### src/rtl/mem_access_unit.sv
// rtl/mem_access_unit.sv - MEM-stage load/store unit with sub-word read-modify-write to word-only dmem
// Optional macro MISALIGN_TRAP_EN: suppress misaligned accesses and pulse FAULT instead of aligning down.
module mem_access_unit #(
  parameter int DATA_W = 32,
  parameter int ADDR_W = 32
) (
  input  logic              CLK,
  input  logic              RST_N,
  input  logic              REQ_VALID,
  input  logic              REQ_WE,
  input  logic [1:0]        REQ_SIZE,
  input  logic              REQ_UNS,
  input  logic [ADDR_W-1:0] ADDR,
  input  logic [DATA_W-1:0] WDATA,
  output logic              STALL,
  output logic [DATA_W-1:0] LOAD_DATA,
  output logic              LOAD_VALID,
  output logic              FAULT,
  output logic [ADDR_W-1:0] MEM_A,
  output logic              MEM_WE,
  output logic [DATA_W-1:0] MEM_WD,
  input  logic [DATA_W-1:0] MEM_RD
);

  typedef enum logic {IDLE, RMW_WR} state_t;

  state_t            state, state_nx;
  logic [DATA_W-1:0] merge_q, merge_nx;
  logic [ADDR_W-1:0] addr_q;
  logic [ADDR_W-1:0] word_addr;
  logic              is_byte, is_half, is_word;
  logic              suppress, accept, do_load, do_sub_store;
  logic [1:0]        lane;
  logic [4:0]        lane_sh;
  logic [DATA_W-1:0] shifted, load_result;
  logic              we_c;

  assign is_byte   = (REQ_SIZE == 2'b00);
  assign is_half   = (REQ_SIZE == 2'b01);
  assign is_word   = REQ_SIZE[1];
  assign word_addr = {ADDR[ADDR_W-1:2], 2'b00};

`ifdef MISALIGN_TRAP_EN
  logic misaligned;
  logic fault_q;
  assign misaligned = (is_half && ADDR[0]) || (is_word && (ADDR[1:0] != 2'b00));
  assign suppress   = misaligned;
  assign FAULT      = fault_q;
`else
  assign suppress   = 1'b0;
  assign FAULT      = 1'b0;
`endif

  // Offending low bits are dropped by lane selection, so misaligned accesses align down.
  assign lane    = is_byte ? ADDR[1:0] : (is_half ? {ADDR[1], 1'b0} : 2'b00);
  assign lane_sh = {lane, 3'b000};

  assign accept       = (state == IDLE) && REQ_VALID && !suppress;
  assign do_load      = accept && !REQ_WE;
  assign do_sub_store = accept && REQ_WE && !is_word;

  assign shifted = MEM_RD >> lane_sh;

  always_comb begin
    load_result = MEM_RD;
    if (is_byte)
      load_result = {{(DATA_W-8){!REQ_UNS && shifted[7]}}, shifted[7:0]};
    else if (is_half)
      load_result = {{(DATA_W-16){!REQ_UNS && shifted[15]}}, shifted[15:0]};
  end

  always_comb begin
    merge_nx = MEM_RD;
    if (is_byte)
      merge_nx[lane_sh +: 8] = WDATA[7:0];
    else
      merge_nx[lane_sh +: 16] = WDATA[15:0];
  end

  always_comb begin
    state_nx = state;
    STALL    = 1'b0;
    we_c     = 1'b0;
    MEM_A    = word_addr;
    MEM_WD   = WDATA;
    case (state)
      IDLE: begin
        if (accept && REQ_WE) begin
          if (is_word) begin
            we_c = 1'b1;
          end else begin
            STALL    = 1'b1;
            state_nx = RMW_WR;
          end
        end
      end
      RMW_WR: begin
        MEM_A    = addr_q;
        MEM_WD   = merge_q;
        we_c     = 1'b1;
        state_nx = IDLE;
      end
      default: state_nx = IDLE;
    endcase
  end

  // Gate with reset so an asserted reset kills the write without waiting for a clock edge.
  assign MEM_WE = we_c && RST_N;

  always_ff @(posedge CLK or negedge RST_N) begin
    if (!RST_N) begin
      state      <= IDLE;
      merge_q    <= '0;
      addr_q     <= '0;
      LOAD_DATA  <= '0;
      LOAD_VALID <= 1'b0;
    end else begin
      state      <= state_nx;
      LOAD_VALID <= do_load;
      if (do_load)
        LOAD_DATA <= load_result;
      if (do_sub_store) begin
        merge_q <= merge_nx;
        addr_q  <= word_addr;
      end
    end
  end

`ifdef MISALIGN_TRAP_EN
  always_ff @(posedge CLK or negedge RST_N) begin
    if (!RST_N)
      fault_q <= 1'b0;
    else
      fault_q <= (state == IDLE) && REQ_VALID && misaligned;
  end
`endif

endmodule

### config.mk
export PLATFORM = sky130hd
export DESIGN_NAME = mem_access_unit
export DESIGN_NICKNAME = d
export VERILOG_FILES = /design/src/rtl/mem_access_unit.sv
export SDC_FILE = /design/constraint.sdc
export NUM_CORES = 1
export LEC_CHECK = 0
export BUFFER_PORTS_ARGS = -buffer_cell sky130_fd_sc_hd__clkbuf_2
export CELL_PAD_IN_SITES_DETAIL_PLACEMENT = 0
export CELL_PAD_IN_SITES_GLOBAL_PLACEMENT = 1
export CORE_MARGIN = 4
export CORE_UTILIZATION = 38
export DETAILED_ROUTE_END_ITERATION = 10
export PLACE_DENSITY = 0.78
export SYNTH_ARGS = -nofsm -noshare
export SYNTH_HDL_FRONTEND = slang
export SYNTH_SLANG_ARGS = --single-unit
### constraint.sdc
create_clock -name CLK -period 1.8 [get_ports CLK]
set_input_delay 0.27 -clock CLK [delete_from_list [all_inputs] [get_ports CLK]]
set_output_delay 0.27 -clock CLK [all_outputs]
set_load 0.01 [all_outputs]
==> metrics.csv <==
metric,value,unit
layout-drive-gt1-share,43.4,%
pre_cts_ws,-225,ps
vias_per_cell,5.51,
synth_edf_count,0,
grt_pass1_wl,33500,µm
drt_iter0_drc,367,
synth.ff_latch_count,96,
hold_viol_final,0,
wl,21800,µm
maxSlewViolCount,0,
overflow,0,
leakagePower,3.91,nW
cts_made_buffers,9,
path_max_fanout,7,
ys.warnings.count,0,
drv_cap,0,
postRouteAntennaNets,0,
initial_core_util,39.1,%
cp_slowest_cell,dfrtp_2,
fin_skew,5.54,ps
synth_cell_types,55,
cts_sinks,96,
whs_path_depth,3,
reg2reg_setup_slack,100,ps
reg2reg_depth,6,
cts_buffer_depth,2,
place_hpwl,15800,µm
cts-root-buf,clkbuf_16,
fmaxAchievable,541,MHz
die_y,134,µm
num_antenna_cells,0,
fin_crit,1850,ps
synth_largest_area_cell,dfrtp_1,
synth_top_area_share,40.0,%
async_reset_ff_share,100,%
io_buffers,199,
end_kind,primary output,
num_rows,45,
hold_end,addr_q[7],
irDropWorstVdd,0.000429,V
grt_pass1_vias,6092,
grt_antenna_before_repair,0,
fin_area,8270,µm²
cts_tree,built,
design.die.area,17900,µm²
fp.dieW,134,µm
setup_ws,-47.1,ps
power_density,838,nW/µm²
ys_seq_area_share,40.0,%
synth_area,6010,µm²
pin_count,203,
clk_latency,360,ps
htreeDepth,3,
grt_max_degree,97,
cp-start-kind,flop,
dpl_cell_area,7540,µm²
vias,5947,
finalCritPeriodShare,103,%
dr.pass1.iters,5,
critical_path.max_stage_delay,460,ps
arrival,1580,ps
path_clk_slew,70,ps
fillers,1424,
rr_endpoint,LOAD_DATA[10],
rr_startpoint,state,
areaGrowthSynthToFinish,37.7,%
violations,setup timing,
netlist_top_cells_area,"dfrtp_1 40%, mux2_2 12%, nand2_1 8.3%",
setup_viol,28,
synth_ff_type,dfrtp_1,
coreArea,15400,µm²
critPathKind,flop to primary output,
min_path_type,primary input to flop,
drcViolationCount,0,
syn_inst,651,
grt_usage,23.7,%
relSlewSlack,63.5,%
place_congestion,0.932,
tightestPinTransition,548,ps
layout.nets,970,
worstPathRequired,1530,ps
rsz0062_at_grt,true,
critical_path.cell_chain,buf_12 -> clkbuf_16 -> mux2_4 -> buf_6,
status,"finished, violations left",
route.detailed.wl_per_inst,20.2,µm
hold_start,ADDR[7],
avgSynthCellArea,9.23,µm²
synth_stat cells, types with 7 or more instances:
cell type	instances
nand2_1	133
dfrtp_1	96
mux2_2	63
nor2_1	50
a21oi_1	32
o22ai_1	32
clkbuf_1	30
and2_1	17
a221oi_1	16
buf_2	16
mux2i_1	16
o21ai_1	16
o31ai_2	14
nand3_1	10
o31ai_1	9
a22o_1	8
a22oi_1	8
a2bb2oi_1	8
a211oi_1	7
final cells by class:
cell class	count	area, µm²	share of cell area (%)
Clock buffer	9	225	2.72
Sequential cell	96	2400	29.0
Timing Repair Buffer	256	1760	21.3
Clock inverter	7	101	1.22
Inverter	7	36.3	0.439
Multi-Input combinational cell	494	3480	42.1
Tap cell	211	264	3.19
repair_timing:
action	CTS	global route
setup buffers	2	0
endpoints found under the hold margin	4	0
endpoints found under the setup margin	60	68
resized for setup	4	80
cloned	2	2
hold buffers	1	0
cell usage in the layout (no fill, tap or decap), types with 16 or more instances in the layout:
cell      count
mux2_4       30
buf_4        45
o21ai_1      16
nand2_1     133
a21oi_1      32
o22ai_1      32
clkbuf_2    173
buf_6        25
and2_1       17
mux2_2       36
dfrtp_1      95
mux2i_1      16
nor2_1       50
report_power, final:
part / leakage (nW) / switching, mW / internal [mW]
registers: 1.15 / 0.247 / 2.54
clock network: 0.164 / 0.941 / 1.24
logic: 2.59 / 1.04 / 0.920
per-layer routing:
layer | global-route usage, % | vias to the layer above | share of wire (%)
li1 | - | 2772 | -
met1 | 31.9 | 2889 | 43
met2 | 37.1 | 247 | 46
met3 | 5.97 | 39 | 8.7
met4 | 8.63 | 0 | 2.6
met5 | 0 | - | 0
logic make-up (layout without fill, tap and decap cells):
group	count (synthesis)	after routing	share of synthesized area (%)
compound gates	169	169	21.0
fa+ha+maj	3	3	0.625
buf+inv	63	279	5.02
flops	96	96	40.0
mux	85	85	15.8
other cells	1	3	0.0624
simple gates	234	234	17.5
worst max-delay path, delay by kind of cell (launching register included):
family,cells,cell delay [ps]
muxes,1,310
DFF,1,460
buffers and inverters,3,460
worst max path at each step:
stage	start	end	slack (ps)	cells past startpoint
after global routing	state	MEM_WD[28]	-90	4
after detailed placement	REQ_SIZE[1]	merge_q[8]	-230	8
after CTS	state	MEM_WD[2]	-50	4
final	state	MEM_A[30]	-50	4
after global placement	REQ_SIZE[1]	merge_q[13]	-180	8
after floorplan	REQ_SIZE[1]	merge_q[10]	-190	10
sequential cells by signal (all words and copies together) (netlist names):
| register | flops |
|---|---|
| LOAD_DATA | 32 |
| LOAD_VALID | 1 |
| addr_q | 30 |
| merge_q | 32 |
| state | 1 |
per-stage QoR:
step	hold slack, ps	util (%)	TNS [ps]	std cells	power [mW]
after floorplan	-25.6	-	-3240	653	3.83
after global placement	387	49.1	-3720	1057	4.59
after detailed placement	383	49.1	-5680	1057	4.65
after CTS	104	51.8	-1060	1078	6.85
after global routing	119	53.8	-3260	1080	7.30
final	111	53.8	-964	1080	6.93
Power figures use the tool's default switching activity.
